==> config.mk <==
export PLATFORM = sky130hd
export DESIGN_NAME = int_ctrl
export DESIGN_NICKNAME = d
export VERILOG_FILES = /design/src/rtl/int_ctrl_pkg.sv /design/src/rtl/int_prio_enc.sv /design/src/rtl/int_ctrl.sv
export SDC_FILE = /design/constraint.sdc
export NUM_CORES = 1
export LEC_CHECK = 0
export BUFFER_PORTS_ARGS = -buffer_cell sky130_fd_sc_hd__buf_2
export CAP_MARGIN = 20
export CORE_MARGIN = 5
export CORE_UTILIZATION = 43
export CTS_CLUSTER_SIZE = 30
export DETAILED_ROUTE_END_ITERATION = 16
export GPL_ROUTABILITY_DRIVEN = 0
export PLACE_DENSITY = 0.8
export SLEW_MARGIN = 20
export SYNTH_ARGS = -nofsm -noshare
export SYNTH_HDL_FRONTEND = slang
export SYNTH_SLANG_ARGS = --single-unit
==> constraint.sdc <==
create_clock -name clk -period 1.7 [get_ports clk]
set_input_delay 0.51 -clock clk [delete_from_list [all_inputs] [get_ports clk]]
set_output_delay 0.51 -clock clk [all_outputs]
set_load 0.05 [all_outputs]
==> src/rtl/int_ctrl_pkg.sv <==
// int_ctrl_pkg: shared constants and FSM encoding for the interrupt controller.
package int_ctrl_pkg;
    localparam logic [31:0] INT_VEC_BASE = 32'h0000_0800;
    localparam int          INT_NUM_SRC  = 3;
    typedef enum logic [1:0] {
        INT_ST_IDLE    = 2'd0,
        INT_ST_TAKE    = 2'd1,
        INT_ST_SERVICE = 2'd2,
        INT_ST_RETURN  = 2'd3
    } int_state_e;
endpackage

==> src/rtl/int_prio_enc.sv <==
// int_prio_enc: fixed-priority encoder, bit 2 highest.
module int_prio_enc
    import int_ctrl_pkg::*;
(
    input  logic [INT_NUM_SRC-1:0] req,
    output logic                   valid,
    output logic [1:0]             idx
);
    always_comb begin
        valid = |req;
        idx   = req[2] ? 2'd2 : (req[1] ? 2'd1 : 2'd0);
    end
endmodule

==> src/rtl/int_ctrl.sv <==
// int_ctrl: 3-source edge-triggered interrupt controller with mask and EPC save/restore.
// Define INT_NESTED_EN for strictly-higher-priority preemption with a 3-deep EPC stack.
module int_ctrl
    import int_ctrl_pkg::*;
(
    input  logic                   clk,
    input  logic                   rst,
    input  logic [INT_NUM_SRC-1:0] irq_in,
    input  logic                   ins_valid,
    input  logic [31:0]            pc_next,
    input  logic                   eret,
    input  logic                   mask_we,
    input  logic [INT_NUM_SRC-1:0] mask_wdata,
    output logic                   int_take,
    output logic [31:0]            int_vector,
    output logic                   epc_restore,
    output logic [31:0]            epc,
    output logic [INT_NUM_SRC-1:0] in_service,
    output logic [INT_NUM_SRC-1:0] pending,
    output logic [INT_NUM_SRC-1:0] mask
);
    int_state_e state_q, state_d;
    logic [INT_NUM_SRC-1:0] irq_prev_q, pending_q, pending_d, in_service_q, in_service_d;
    logic [INT_NUM_SRC-1:0] mask_q, mask_d, win_oh, cur_oh;
    logic [31:0] epc_q, epc_d, restore_epc;
    logic int_take_q, int_take_d, epc_restore_q, epc_restore_d;
    logic req_valid, cur_valid, take, preempt, eret_go, pop;
    logic [1:0] req_idx, cur_idx;

    int_prio_enc u_req (.req(pending_q & mask_q), .valid(req_valid), .idx(req_idx));
    // Innermost level is always the highest in-service bit, since nesting only goes upward.
    int_prio_enc u_cur (.req(in_service_q), .valid(cur_valid), .idx(cur_idx));

`ifdef INT_NESTED_EN
    logic [31:0] stack_q [3];
    logic [31:0] stack_d [3];
    logic [1:0]  sp_q, sp_d;

    always_comb begin
        preempt     = state_q == INT_ST_SERVICE && !eret && ins_valid && req_valid && req_idx > cur_idx;
        restore_epc = stack_q[sp_q - 2'd1];
        stack_d     = stack_q;
        sp_d        = sp_q;
        if (preempt) begin
            stack_d[sp_q] = epc_q;
            sp_d          = sp_q + 2'd1;
        end else if (pop) begin
            sp_d = sp_q - 2'd1;
        end
    end

    always_ff @(posedge clk) begin
        if (rst) begin
            stack_q <= '{default: '0};
            sp_q    <= '0;
        end else begin
            stack_q <= stack_d;
            sp_q    <= sp_d;
        end
    end
`else
    always_comb begin
        preempt     = 1'b0;
        restore_epc = epc_q;
    end
`endif

    always_comb begin
        eret_go      = state_q == INT_ST_SERVICE && eret && cur_valid;
        pop          = state_q == INT_ST_RETURN && |in_service_q;
        take         = (state_q == INT_ST_IDLE && ins_valid && req_valid) || preempt;
        win_oh       = take ? 3'b001 << req_idx : 3'b000;
        cur_oh       = eret_go ? 3'b001 << cur_idx : 3'b000;
        // A fresh edge on the bit being taken wins over its clear.
        pending_d    = (pending_q & ~win_oh) | (irq_in & ~irq_prev_q);
        in_service_d = (in_service_q | win_oh) & ~cur_oh;
        mask_d       = mask_we ? mask_wdata : mask_q;
        epc_d        = take ? pc_next : (pop ? restore_epc : epc_q);
    end

    always_comb begin
        state_d = state_q;
        if (take)
            state_d = INT_ST_TAKE;
        else if (state_q == INT_ST_TAKE)
            state_d = INT_ST_SERVICE;
        else if (eret_go)
            state_d = INT_ST_RETURN;
        else if (state_q == INT_ST_RETURN)
            state_d = pop ? INT_ST_SERVICE : INT_ST_IDLE;
    end

    always_comb begin
        int_take_d    = state_d == INT_ST_TAKE;
        epc_restore_d = state_d == INT_ST_RETURN;
    end

    always_ff @(posedge clk) begin
        irq_prev_q <= irq_in;
        if (rst) begin
            state_q       <= INT_ST_IDLE;
            pending_q     <= '0;
            in_service_q  <= '0;
            mask_q        <= '0;
            epc_q         <= '0;
            int_take_q    <= 1'b0;
            epc_restore_q <= 1'b0;
        end else begin
            state_q       <= state_d;
            pending_q     <= pending_d;
            in_service_q  <= in_service_d;
            mask_q        <= mask_d;
            epc_q         <= epc_d;
            int_take_q    <= int_take_d;
            epc_restore_q <= epc_restore_d;
        end
    end

    assign int_take    = int_take_q;
    assign int_vector  = int_take_q ? INT_VEC_BASE + {26'd0, cur_idx, 4'd0} : 32'd0;
    assign epc_restore = epc_restore_q;
    assign epc         = epc_q;
    assign in_service  = in_service_q;
    assign pending     = pending_q;
    assign mask        = mask_q;
endmodule

==> flow_metrics.env <==
export IMPL_status="finished, final reports clean"
export IMPL_synth_compound_area_frac=0.199
export IMPL_clkLatencyLatePin_ps=300
export IMPL_hp_start="irq_in[0]"
export IMPL_synth_top_family_by_area="compound AO/OA/AOI/OAI gates"
export IMPL_ys_ff_latch=48
export IMPL_setup_viol=0
export IMPL_reg2reg_to="epc[3]"
export IMPL_drive_above_1_share=0.344
export IMPL_hold_depth=1
export IMPL_htree_num_levels=2
export IMPL_nets=362
export IMPL_die_h_um=79.9
export IMPL_synthMuxAreaShare=0.0143
export IMPL_clk_pin_slew_ps=90
export IMPL_rrSetupSlack_ps=150
export IMPL_finalHoldViolCount=0
export IMPL_die_x_um=79.9
export IMPL_drt_initial_drc_count=143
export IMPL_clock_sinks=48
export IMPL_first_pass_iters=5
export IMPL_vias_per_cell=4.85
export IMPL_skew_ps=5.31
export IMPL_antenna_cells_inserted=0
export IMPL_drv_cap=0
export IMPL_routed_wl_um=5070
export IMPL_start_util=0.445
export IMPL_clk_path_buf_depth=2
export IMPL_final_common_cell="buf_2"
export IMPL_p_leak_nw=1.18
export IMPL_synth_fa_ha_area_frac=0
export IMPL_nFillCells=453
export IMPL_synth_area_mm2=0.00210
export IMPL_synth_xor_area_share=0
export IMPL_hold_buffers=0
export IMPL_final_cell_mix="buf_2, dfxtp_1, a21oi_1"
export IMPL_max_freq_mhz=614
export IMPL_synth_simple_area_share=0.177
export IMPL_yosysSeqAreaShare=0.457
export IMPL_path_delay_family="flip-flops"
export IMPL_peakVddDrop_v=0.000470
export IMPL_postLayoutCoreUtil=0.553
export IMPL_powerDensity_mw_per_mm2=957
export IMPL_antenna_found_initial=0
export IMPL_ys_warn_count=0
export IMPL_post_route_drc_count=0
export IMPL_num_rows=25
export IMPL_drtAntennaViolNets=0
export IMPL_worst_r2r_path_depth=4
export IMPL_hpwlAfterDp_um=3610
export IMPL_min_path_type="in -> reg"
export IMPL_end_kind="output pin"
export IMPL_cp_cell_sequence="and3b_2, buf_4"
export IMPL_area_delta_synth_final_pct=24.3
export IMPL_cts_setup_buffers=0
export IMPL_cts_resized=2
export IMPL_finalSetupTns_ps=0
export IMPL_cp_required_ps=1190
export IMPL_cts_buffers=5
export IMPL_max_stage_delay_ps=430
export IMPL_power_mw=2.50
export IMPL_arrival_ps=1120
export IMPL_root_buffer="clkbuf_8"
export IMPL_core_area_mm2=0.00472
export IMPL_grt_pass1_wl_um=7970
export IMPL_wl_per_cell_um=13.1
export IMPL_postSynthAreaPerCell_um2=8.87
export IMPL_grt_pass1_vias=1719
export IMPL_io_buffers=88
export IMPL_worst_path_buf_inv=1
export IMPL_rsz0062_at_grt="no"
export IMPL_drv_slew=0
export IMPL_grt_max_degree=45
export IMPL_grt_ovfl_total=0
export IMPL_vias=1877
export IMPL_async_flop_share=0
export IMPL_finalCriticalPeriod_ps=1630
export IMPL_ioPinCount=118
export IMPL_synth_edf_count=0
export IMPL_cp_start_kind="flop"
export IMPL_syn_inst=237
export IMPL_crit_type="reg -> out"
export IMPL_r2r_start="mask[2]"
export IMPL_groute_usage_overall=0.157
export IMPL_finalCritPeriodShare=0.957
export IMPL_slowest_stage="dfxtp_1"
export IMPL_tritoncts="built"
export IMPL_yosysUniqueCellTypes=32
export IMPL_die_area_mm2=0.00639
export IMPL_cp_max_fo=6
export IMPL_synth_flop_cell="dfxtp_1"
export IMPL_min_to="irq_prev_q[0]"
## area by class of cell
cell class	instances	area, um^2	area share
clock inverters	3	42.5	0.0163
inverters	3	11.3	0.00431
clock buffers	5	68.8	0.0263
multi-input cells	165	938	0.359
well taps	67	83.8	0.0321
flip-flops and latches	48	962	0.368
repair buffers	96	507	0.194
## per-layer routing
metal  global-route usage  vias to the layer above  routed length, um
met4               0.0693                        0                 85
met1                0.204                      853               2310
met2                0.237                       81               2220
met3               0.0485                       10                453
li1                     -                      933                  -
met5                    0                        -                  0
## through the flow
stage / hold WS, ps / std cells / setup WS, ps / cell area [um^2]
3_3_place_gp: 460 / 379 / 114 / 2490
3_5_place_dp: 464 / 379 / 60.8 / 2490
5_1_grt: 304 / 387 / 4.57 / 2610
6_report: 321 / 387 / 72.4 / 2610
4_1_cts: 312 / 387 / 59.4 / 2610
2_1_floorplan: 462 / 265 / 79.9 / 2210
## state kept, by name, indices dropped and copies added, names as in the netlist
register,cells
epc_restore,1
irq_prev_q,3
in_service,3
int_take,1
epc,32
mask,3
pending,3
state_q,2
## power by group
group          switching, mW  leakage (nW)  internal (mW)  total [mW]
clock network          0.383        0.0541          0.435       0.818
logic                  0.379         0.736          0.118       0.497
registers             0.0251         0.391           1.16        1.18
total                  0.787          1.18           1.71        2.50
## cells in the mapped netlist (all sizes together) (2+ instances only)
master	number	share of area
a21oi	36	0.086
inv	3	0.0054
nand2b	3	0.0089
mux2i	3	0.014
a41oi	2	0.0083
dfxtp	48	0.46
o21ai	34	0.081
nand2	2	0.0036
nor3	2	0.0048
clkbuf	11	0.020
nor2	7	0.012
nand3b	33	0.12
buf	38	0.13
## how the worst max path moves through the flow
stage / start / cells past startpoint / end / slack (ps)
6_report: in_service[1] / 2 / int_vector[4] / 70
5_1_grt: in_service[1] / 2 / int_vector[4] / 5
4_1_cts: in_service[1] / 2 / int_vector[4] / 60
3_5_place_dp: ins_valid / 5 / epc[3] / 60
3_3_place_gp: ins_valid / 5 / epc[8] / 110
2_1_floorplan: in_service[2] / 1 / int_vector[5] / 80
## logic make-up (layout without fill, tap and decap cells)
logic type / count (synthesis) / in the layout
AO/OA/AOI/OAI: 78 / 78
multiplexers: 3 / 3
other: 1 / 29
flip-flops: 48 / 48
buffers and inverters: 52 / 107
AND/OR/NAND/NOR: 55 / 55
No activity file was read; power rests on OpenSTA's default activity.
